**src/rtl/calc1_req_arbiter_if.sv**
```systemverilog
// calc1_req_arbiter_if: four requester cmd/data ports with their responses, plus the shared ALU issue/result bus; slave = arbiter side, master = environment side
interface calc1_req_arbiter_if;
  logic [0:3] req1_cmd_in, req2_cmd_in, req3_cmd_in, req4_cmd_in;
  logic [0:31] req1_data_in, req2_data_in, req3_data_in, req4_data_in;
  logic [0:1] out_resp1, out_resp2, out_resp3, out_resp4;
  logic [0:31] out_data1, out_data2, out_data3, out_data4;
  logic alu_valid_out;
  logic [0:3] alu_cmd_out;
  logic [0:31] alu_op1_out, alu_op2_out;
  logic alu_done_in;
  logic [0:1] alu_resp_in;
  logic [0:31] alu_data_in;
  modport slave (
    input req1_cmd_in, req2_cmd_in, req3_cmd_in, req4_cmd_in,
    input req1_data_in, req2_data_in, req3_data_in, req4_data_in,
    output out_resp1, out_resp2, out_resp3, out_resp4,
    output out_data1, out_data2, out_data3, out_data4,
    output alu_valid_out, alu_cmd_out, alu_op1_out, alu_op2_out,
    input alu_done_in, alu_resp_in, alu_data_in
  );
  modport master (
    output req1_cmd_in, req2_cmd_in, req3_cmd_in, req4_cmd_in,
    output req1_data_in, req2_data_in, req3_data_in, req4_data_in,
    input out_resp1, out_resp2, out_resp3, out_resp4,
    input out_data1, out_data2, out_data3, out_data4,
    input alu_valid_out, alu_cmd_out, alu_op1_out, alu_op2_out,
    output alu_done_in, alu_resp_in, alu_data_in
  );
endinterface

```
**src/rtl/calc1_req_arbiter.sv**
```systemverilog
// calc1_req_arbiter: round-robin scheduler of four two-cycle requester ports onto one ALU; ports c_clk, reset (sync, active-high), bus (requesters in / responses out / ALU issue and result)
module calc1_req_arbiter #(
  parameter int ALU_TIMEOUT = 16
) (
  input logic c_clk,
  input logic reset,
  calc1_req_arbiter_if.slave bus
);
  typedef enum logic [1:0] {IDLE, ISSUE, WAIT, RESP} state_t;
  typedef enum logic [1:0] {EMPTY, OP2, PENDING} slot_t;
  localparam int TW = $clog2(ALU_TIMEOUT + 1);
  state_t state_q, state_d;
  slot_t slot_q [4], slot_d [4];
  logic [0:3] cmd_q [4], cmd_d [4], cmd_in [4];
  logic [0:31] op1_q [4], op1_d [4], op2_q [4], op2_d [4], data_in [4];
  logic [1:0] grant_q, grant_d, ptr_q, ptr_d, pick;
  logic [TW-1:0] timer_q, timer_d;
  logic [0:1] resp_q, resp_d;
  logic [0:31] res_q, res_d;
  logic [3:0] pend;
  logic issue, resp;

  function automatic logic cmd_ok(input logic [0:3] c);
    return c == 4'd1 || c == 4'd2 || c == 4'd5 || c == 4'd6;
  endfunction

  always_comb begin
    cmd_in[0] = bus.req1_cmd_in;
    cmd_in[1] = bus.req2_cmd_in;
    cmd_in[2] = bus.req3_cmd_in;
    cmd_in[3] = bus.req4_cmd_in;
    data_in[0] = bus.req1_data_in;
    data_in[1] = bus.req2_data_in;
    data_in[2] = bus.req3_data_in;
    data_in[3] = bus.req4_data_in;
  end

  always_comb begin
    for (int i = 0; i < 4; i++) begin
      slot_d[i] = slot_q[i];
      cmd_d[i] = cmd_q[i];
      op1_d[i] = op1_q[i];
      op2_d[i] = op2_q[i];
      pend[i] = slot_q[i] == PENDING;
      if (slot_q[i] == EMPTY && cmd_in[i] != '0) begin
        slot_d[i] = OP2;
        cmd_d[i] = cmd_in[i];
        op1_d[i] = data_in[i];
      end else if (slot_q[i] == OP2) begin
        slot_d[i] = PENDING;
        op2_d[i] = data_in[i];
      end else if (slot_q[i] == PENDING && state_q == RESP && grant_q == 2'(i))
        slot_d[i] = EMPTY;
    end
  end

  // scan offsets high-to-low so the pending port closest to the pointer wins
  always_comb begin
    pick = ptr_q;
    for (int i = 3; i >= 0; i--)
      if (pend[ptr_q + 2'(i)]) pick = ptr_q + 2'(i);
  end

  always_comb begin
    state_d = state_q;
    grant_d = grant_q;
    ptr_d = ptr_q;
    timer_d = timer_q;
    resp_d = resp_q;
    res_d = res_q;
    case (state_q)
      IDLE: if (|pend) begin
        grant_d = pick;
        state_d = cmd_ok(cmd_q[pick]) ? ISSUE : RESP;
        resp_d = 2'b10;
        res_d = '0;
      end
      ISSUE: begin
        state_d = WAIT;
        timer_d = '0;
      end
      WAIT: if (bus.alu_done_in) begin
        state_d = RESP;
        resp_d = bus.alu_resp_in;
        res_d = bus.alu_data_in;
      end else if (timer_q == TW'(ALU_TIMEOUT - 1)) begin
        state_d = RESP;
        resp_d = 2'b11;
        res_d = '0;
      end else
        timer_d = timer_q + 1'b1;
      RESP: begin
        state_d = IDLE;
        ptr_d = grant_q + 2'd1;
      end
      default: state_d = IDLE;
    endcase
  end

  always_ff @(posedge c_clk) begin
    if (reset) begin
      state_q <= IDLE;
      grant_q <= '0;
      ptr_q <= '0;
      timer_q <= '0;
      resp_q <= '0;
      res_q <= '0;
      for (int i = 0; i < 4; i++) begin
        slot_q[i] <= EMPTY;
        cmd_q[i] <= '0;
        op1_q[i] <= '0;
        op2_q[i] <= '0;
      end
    end else begin
      state_q <= state_d;
      grant_q <= grant_d;
      ptr_q <= ptr_d;
      timer_q <= timer_d;
      resp_q <= resp_d;
      res_q <= res_d;
      for (int i = 0; i < 4; i++) begin
        slot_q[i] <= slot_d[i];
        cmd_q[i] <= cmd_d[i];
        op1_q[i] <= op1_d[i];
        op2_q[i] <= op2_d[i];
      end
    end
  end

  // the granted slot stays PENDING until RESP, so its registers feed the ALU directly
  assign issue = state_q == ISSUE;
  assign resp = state_q == RESP;
  assign bus.alu_valid_out = issue;
  assign bus.alu_cmd_out = issue ? cmd_q[grant_q] : '0;
  assign bus.alu_op1_out = issue ? op1_q[grant_q] : '0;
  assign bus.alu_op2_out = issue ? op2_q[grant_q] : '0;
  assign bus.out_resp1 = resp && grant_q == 2'd0 ? resp_q : '0;
  assign bus.out_resp2 = resp && grant_q == 2'd1 ? resp_q : '0;
  assign bus.out_resp3 = resp && grant_q == 2'd2 ? resp_q : '0;
  assign bus.out_resp4 = resp && grant_q == 2'd3 ? resp_q : '0;
  assign bus.out_data1 = resp && grant_q == 2'd0 ? res_q : '0;
  assign bus.out_data2 = resp && grant_q == 2'd1 ? res_q : '0;
  assign bus.out_data3 = resp && grant_q == 2'd2 ? res_q : '0;
  assign bus.out_data4 = resp && grant_q == 2'd3 ? res_q : '0;
endmodule

```
**src/flat_wrapper.sv**
```systemverilog
// flat-port wrapper written by rule: the top's interface ports become plain ports
module calc1_req_arbiter_flat 
#(
  parameter int ALU_TIMEOUT = 16
)
  (c_clk, reset, bus_req1_cmd_in, bus_req2_cmd_in, bus_req3_cmd_in, bus_req4_cmd_in, bus_req1_data_in, bus_req2_data_in, bus_req3_data_in, bus_req4_data_in, bus_out_resp1, bus_out_resp2, bus_out_resp3, bus_out_resp4, bus_out_data1, bus_out_data2, bus_out_data3, bus_out_data4, bus_alu_valid_out, bus_alu_cmd_out, bus_alu_op1_out, bus_alu_op2_out, bus_alu_done_in, bus_alu_resp_in, bus_alu_data_in);
  calc1_req_arbiter_if bus_i ();
  input logic c_clk;
  input logic reset;
  input wire logic [$bits(bus_i.req1_cmd_in)-1:0] bus_req1_cmd_in;
  input wire logic [$bits(bus_i.req2_cmd_in)-1:0] bus_req2_cmd_in;
  input wire logic [$bits(bus_i.req3_cmd_in)-1:0] bus_req3_cmd_in;
  input wire logic [$bits(bus_i.req4_cmd_in)-1:0] bus_req4_cmd_in;
  input wire logic [$bits(bus_i.req1_data_in)-1:0] bus_req1_data_in;
  input wire logic [$bits(bus_i.req2_data_in)-1:0] bus_req2_data_in;
  input wire logic [$bits(bus_i.req3_data_in)-1:0] bus_req3_data_in;
  input wire logic [$bits(bus_i.req4_data_in)-1:0] bus_req4_data_in;
  output wire logic [$bits(bus_i.out_resp1)-1:0] bus_out_resp1;
  output wire logic [$bits(bus_i.out_resp2)-1:0] bus_out_resp2;
  output wire logic [$bits(bus_i.out_resp3)-1:0] bus_out_resp3;
  output wire logic [$bits(bus_i.out_resp4)-1:0] bus_out_resp4;
  output wire logic [$bits(bus_i.out_data1)-1:0] bus_out_data1;
  output wire logic [$bits(bus_i.out_data2)-1:0] bus_out_data2;
  output wire logic [$bits(bus_i.out_data3)-1:0] bus_out_data3;
  output wire logic [$bits(bus_i.out_data4)-1:0] bus_out_data4;
  output wire logic [$bits(bus_i.alu_valid_out)-1:0] bus_alu_valid_out;
  output wire logic [$bits(bus_i.alu_cmd_out)-1:0] bus_alu_cmd_out;
  output wire logic [$bits(bus_i.alu_op1_out)-1:0] bus_alu_op1_out;
  output wire logic [$bits(bus_i.alu_op2_out)-1:0] bus_alu_op2_out;
  input wire logic [$bits(bus_i.alu_done_in)-1:0] bus_alu_done_in;
  input wire logic [$bits(bus_i.alu_resp_in)-1:0] bus_alu_resp_in;
  input wire logic [$bits(bus_i.alu_data_in)-1:0] bus_alu_data_in;
  assign bus_i.req1_cmd_in = bus_req1_cmd_in;
  assign bus_i.req2_cmd_in = bus_req2_cmd_in;
  assign bus_i.req3_cmd_in = bus_req3_cmd_in;
  assign bus_i.req4_cmd_in = bus_req4_cmd_in;
  assign bus_i.req1_data_in = bus_req1_data_in;
  assign bus_i.req2_data_in = bus_req2_data_in;
  assign bus_i.req3_data_in = bus_req3_data_in;
  assign bus_i.req4_data_in = bus_req4_data_in;
  assign bus_out_resp1 = bus_i.out_resp1;
  assign bus_out_resp2 = bus_i.out_resp2;
  assign bus_out_resp3 = bus_i.out_resp3;
  assign bus_out_resp4 = bus_i.out_resp4;
  assign bus_out_data1 = bus_i.out_data1;
  assign bus_out_data2 = bus_i.out_data2;
  assign bus_out_data3 = bus_i.out_data3;
  assign bus_out_data4 = bus_i.out_data4;
  assign bus_alu_valid_out = bus_i.alu_valid_out;
  assign bus_alu_cmd_out = bus_i.alu_cmd_out;
  assign bus_alu_op1_out = bus_i.alu_op1_out;
  assign bus_alu_op2_out = bus_i.alu_op2_out;
  assign bus_i.alu_done_in = bus_alu_done_in;
  assign bus_i.alu_resp_in = bus_alu_resp_in;
  assign bus_i.alu_data_in = bus_alu_data_in;
  calc1_req_arbiter #(.ALU_TIMEOUT(ALU_TIMEOUT)) u_core (.c_clk(c_clk), .reset(reset), .bus(bus_i));
endmodule
```
**config.mk**
```make
export PLATFORM = sky130hd
export DESIGN_NAME = calc1_req_arbiter_flat
export DESIGN_NICKNAME = d
export VERILOG_FILES = /design/src/rtl/calc1_req_arbiter_if.sv /design/src/rtl/calc1_req_arbiter.sv /design/src/flat_wrapper.sv
export SDC_FILE = /design/constraint.sdc
export NUM_CORES = 1
export LEC_CHECK = 0
export CORE_MARGIN = 2
export CORE_UTILIZATION = 45
export CTS_BUF_LIST = sky130_fd_sc_hd__clkbuf_2
export DETAILED_ROUTE_END_ITERATION = 12
export GPL_ROUTABILITY_DRIVEN = 0
export GPL_TIMING_DRIVEN = 0
export MAX_ROUTING_LAYER = met4
export PLACE_DENSITY = 0.74
export SETUP_SLACK_MARGIN = 0.3
export SLEW_MARGIN = 10
export SYNTH_ARGS = -nofsm -noshare
export SYNTH_HDL_FRONTEND = slang
export SYNTH_SLANG_ARGS = --single-unit
```
**constraint.sdc**
```tcl
create_clock -name c_clk -period 3.7 [get_ports c_clk]
set_clock_uncertainty 0.1 [all_clocks]
set_input_delay 0.74 -clock c_clk [delete_from_list [all_inputs] [get_ports c_clk]]
set_output_delay 0.74 -clock c_clk [all_outputs]
set_load 0.01 [all_outputs]
```
Yosys cells after proc, flatten, opt, wreduce, memory -nomap -nowiden
Memories as Yosys holds them, arrays and structs flattened. A register that Yosys moved wholly into a read port is not among the register bits.
Index checks and enable logic that the tools add are counted.
{"block": "classes", "addsub": 5, "order_cmp": 4, "n_eq_ne": 35, "n_mux": 91, "n_bitwise": 16, "reduce_logical": 44}
{"op": "32-bit two-way mux", "count": 29}
{"op": "2-bit two-way mux", "count": 36}
{"op": "32-bit one-hot mux with 2 select lines", "count": 1}
{"op": "4-bit two-way mux", "count": 9}
{"op": "3-bit AND reduction", "count": 6}
{"op": "2-bit equality test (second input constant)", "count": 8}
{"op": "1-bit logical AND", "count": 16}
{"op": "1-bit OR", "count": 16}
{"op": "4-bit nonzero test", "count": 4}
{"op": "2-bit by 1-bit equality test with 1-bit output (second input constant)", "count": 6}
{"op": "2-bit zero test", "count": 6}
{"op": "2-bit by 3-bit less-than comparator with 1-bit output (second input constant)", "count": 4}
{"op": "2-bit inequality test (second input constant)", "count": 6}
{"op": "2-bit AND reduction", "count": 6}
{"op": "5-bit two-way mux", "count": 2}
{"op": "5-bit one-hot mux with 2 select lines", "count": 1}
{"op": "1-bit binary-select mux with 2-bit select", "count": 4}
{"op": "4-bit by 3-bit equality test with 1-bit output (second input constant)", "count": 2}
{"op": "1-bit inequality test (second input constant)", "count": 8}
{"op": "2-bit one-hot mux with 4 select lines", "count": 1}
{"op": "1-bit two-way mux", "count": 7}
{"op": "5-bit by 1-bit adder with 5-bit output (second input constant)", "count": 1}
{"op": "5-bit by 4-bit equality test with 1-bit output (second input constant)", "count": 1}
{"op": "2-bit by 1-bit adder with 2-bit output (second input constant)", "count": 2}
{"op": "9 further kinds", "count": 13}
{"block": "totals", "reg_bits": 45, "mem_bits_rw": 280, "inputBits": 181, "output_inout_bits": 205, "elab_cells": 205, "memories": 4}
{"memory": "u_core.op1_q", "depth": 4, "width": 32, "read_ports": 1, "rd_clocked_by_memory_dff": 1, "wr": 4, "line": "calc1_req_arbiter.sv:15", "source": "logic [0:31] op1_q [4], op1_d [4], op2_q [4], op2_d [4], data_in [4];"}
{"memory": "u_core.op2_q", "depth": 4, "width": 32, "read_ports": 1, "rd_clocked_by_memory_dff": 1, "wr": 4, "line": "calc1_req_arbiter.sv:15"}
{"memory": "u_core.cmd_q", "depth": 4, "width": 4, "read_ports": 2, "rd_clocked_by_memory_dff": 1, "wr": 4, "line": "calc1_req_arbiter.sv:14", "source": "logic [0:3] cmd_q [4], cmd_d [4], cmd_in [4];"}
{"memory": "u_core.slot_q", "depth": 4, "width": 2, "read_ports": 4, "rd_clocked_by_memory_dff": 0, "wr": 4, "line": "calc1_req_arbiter.sv:13", "source": "slot_t slot_q [4], slot_d [4];"}

Longest topological paths before layout
An unclocked memory read counts as a cell.
{"block": "depth", "ltp_word": 15, "mapped_depth": 11, "mapped_depth_nobuf": 9}

Worst setup path before layout
Ideal clock, no wire load.
{"block": "synth_path", "kind": "input -> register", "from": "input port reset", "to": "memory u_core.cmd_q[0][0] (netlist name) (enable)", "setup_ns": 0.399, "arrival_ns": 2.398, "t_required_ns": 3.201, "setup_slack_ns": 0.803, "cell_stages": 4, "n_path_buf": 3, "cell_sequence": "clkbuf_1 -> clkbuf_1 -> clkbuf_1 -> nand2b_1"}
{"item": "start: declaration", "line": "flat_wrapper.sv:9", "source": "input logic reset;"}
{"item": "end: declaration", "line": "calc1_req_arbiter.sv:14"}

==> summary.md <==
| Metric | Value |
|---|---|
| Status | finished clean |
| Most common cell after layout, fill and taps aside | and2_1 |
| First-pass detailed-route iteration total | 5 |
| H-tree Lvls | 3 |
| Die W | 191 um |
| Combinational Power Share | 0.328 |
| Drt total wl | 55.1 mm |
| Sum Neg Setup Slack | 0 ns |
| Die area | 36,300 um^2 |
| Port Buffers | 384 |
| Worst skew pair latency | 0.88 ns |
| Cell taking the most area after synthesis | edfxtp_1 |
| Sw frac | 0.329 |
| Post-synthesis cell area | 15,700 um^2 |
| Maxcap violations | 0 |
| Switching power | 3.58 mW |
| Fillcell total | 2,653 |
| DRC violations left | 0 |
| Std-Cell Rows | 68 |
| Fin nets | 1,925 |
| Synthesis-to-layout area growth | 42.3% |
| Largest net degree at the start of global routing | 25 |
| CTS Sinks | 327 |
| Endpoints failing setup | 0 |
| Crit path required time | 2.86 ns |
| Initial cell density of the core | 0.455 |
| Worst Setup Start Kind | register |
| Seq. cell area | 9280 um^2 |
| Clock Tree Root | clkbuf_2 |
| Clock power frac | 0.234 |
| CP most frequent cell | buf_12 |
| Sequential share of power | 0.439 |
| RSZ-0062 raised after global routing | yes |
| I/O pin count | 386 |
| Multi-input combinational cell area | 6140 um^2 |
| Peak supply drop | 0.000267 V |
| Global-route wire length before repair | 78.2 mm |
| Slew Viols, Final | 0 |
| Leakage | 10.4 nW |
| TritonCTS clock tree | built |
| Sequential share of the synthesized area | 0.591 |
| WP data arrival | 2.63 ns |
| Final ANT Viol Nets | 0 |
| Most frequent cells in the layout | and2_1 (300), edfxtp_1 (272), clkdlybuf4s50_1 (208) |
| Initial antenna violation count | 12 |
| Worst Setup End Kind | output port |
| Pwr/cell area | 487 nW/um^2 |
| Final WS setup | 0.232 ns |
| Hold WC Path Type | primary input to register |
| Wire per inst | 24.4 um |
| Syn nets | 1,401 |
| Syn Inst Count | 1,209 |
| Synth unique cells | 47 |
| Worst hold start | bus_alu_data_in[8] |
| Vias in the first global route | 13,200 |
| Critical path's slowest cell | mux4_2 |
| Worst Tran Pin Value | 1.07 ns |
| Worst r2r src | u_core.slot_q[3][0] |
| Syn Area/Cell | 13.0 um^2 |
| CP peak stage delay | 0.48 ns |
| Max-slew headroom | 0.286 |
| Area share of the largest cell type after synthesis | 0.521 |
| Via density | 5.50 |
| DRT iter0 DRCs | 1,106 |
| Synth area leaders | edfxtp_1 (52%), and2_1 (14%), mux4_2 (9.8%) |
| GRT Total Usage | 0.305 |
| CP Cell Sequence | buf_8 -> buf_6 -> buf_12 -> buf_12 -> mux4_2 -> and2_1 -> dlygate4sd2_1 |
| Max Freq | 0.288 GHz |
| Reg clk slew, reported paths | 0.10 ns |
| Final hold vios | 0 |
| Clock buffer depth | 3 |
| Total core area | 34,500 um^2 |
| Post-Place Setup Slack | -0.0592 ns |
| Final core area utilization | 0.647 |
| Post-DP HPWL | 37.9 mm |
| Vert. Die Dim | 191 um |
| CP max FO | 6 |
| Fin crit share | 0.937 |
| Via count | 12,400 |
| Layout cells sized above 1 | 0.258 |
| Synth warnings | 0 |
| Num CTS Buffers | 86 |
| Critical path class | register to output port |
| Grt total ovfl | 0 |
| #FFs+latches synth | 327 |
| Int Pwr | 7.28 mW |
| Fin crit period | 3.47 ns |
| Hold Slack | 0.316 ns |
## layout make-up
type,instances,area share
Antenna cell,13,0.00146
Buffer,95,0.0357
Clock buffer,121,0.0271
Clock inverter,23,0.00729
Inverter,7,0.00118
Multi-Input combinational cell,780,0.275
Sequential cell,327,0.416
Tap cell,455,0.0255
Timing Repair Buffer,436,0.210
## cells by family (layout without fill, tap and decap cells)
family / count (synthesis) / after routing / synth area share
buffers and inverters: 102 / 682 / 0.0288
AND/OR/NAND/NOR: 626 / 626 / 0.238
AO/OA/AOI/OAI: 65 / 65 / 0.0290
other: 0 / 13 / 0
flip-flops: 327 / 327 / 0.591
adder cells (fa/ha/maj): 11 / 11 / 0.00878
XOR/XNOR: 5 / 5 / 0.00279
multiplexers: 73 / 73 / 0.101
## flip-flops by register name (all words and copies together) (netlist names), named ones only
| name | flops |
|---|---|
| u_core.op2_q | 128 |
| u_core.op1_q | 128 |
| u_core.ptr_q | 2 |
| u_core.timer_q | 5 |
| u_core.resp_q | 2 |
| u_core.grant_q | 2 |
| u_core.res_q | 32 |
| u_core.slot_q | 8 |
| u_core.cmd_q | 16 |
| u_core.state_q | 2 |
## stage by stage
step                total power [mW]  cell area (um^2)  std cells
finish                          10.9             22300       2257
global route                    11.3             22300       2257
CTS                             10.6             21600       2229
detailed placement              7.80             20300       2056
global placement                7.69             20100       2048
floorplan                       6.42             15700       1209
## cells in the mapped netlist (all sizes together)
cell and instances:
mux2i 4, and3 138, mux2 1, nand3 34
inv 7, xor2 1, a311oi 1, o21a 1
buf 27, edfxtp 272, and2b 1, o41ai 4
clkbuf 68, xnor2 4, ha 11, nor2b 3
a21o 1, o221ai 2, dfxtp 55, or2b 1
nand2b 17, nand4 1, and2 342, nor3b 2
nand2 47, mux4 68, a31oi 1, o32ai 1
nor2 34, a21oi 48, o21ai 3, a32oi 1
nor4b 1, a211oi 1, o32a 1, nor3 5
## critical path, delay by kind of cell, from the launching register on
family / cells / cell delay [ns]
buffers and inverters: 5 / 0.78
DFF: 1 / 0.34
muxes: 1 / 0.48
and+or+nand+nor: 1 / 0.20
## routing by layer
| layer | up-vias | GRT usage | wire (um) |
|---|---|---|---|
| met1 | 6089 | 0.343 | 19900 |
| met4 | 0 | 0.151 | 2680 |
| li1 | 5448 | - | - |
| met5 | - | - | 0 |
| met3 | 148 | 0.0709 | 4960 |
| met2 | 737 | 0.513 | 27600 |
## power by group through the flow
stage,sequential [mW],clock [mW],combinational (mW)
after detailed placement,4.81,0,2.98
after global placement,4.81,0,2.88
final,4.76,2.54,3.55
after CTS,4.74,2.58,3.29
after floorplan,4.73,0,1.69
after global routing,4.80,2.75,3.75
## path summary, 6_finish.rpt
check	to	slack (ns)	cells after the start
setup / recovery	bus_alu_op1_out[28]	0.23	7
hold / removal	u_core.res_q[23]	0.32	3
setup reg to reg	u_core.op1_q[3][15]	1.25	5
hold reg to reg	u_core.slot_q[2][0]	0.41	2
## repair_timing
item | 4_1_cts | 5_1_grt
pin swaps | 1 | 12
hold buffers | 0 | 0
setup endpoints to repair | 205 | 160
gates resized for setup | 382 | 219
buffers inserted | 26 | 14
cloned | 3 | 1
Note: power is estimated with default switching activity, not from simulation.
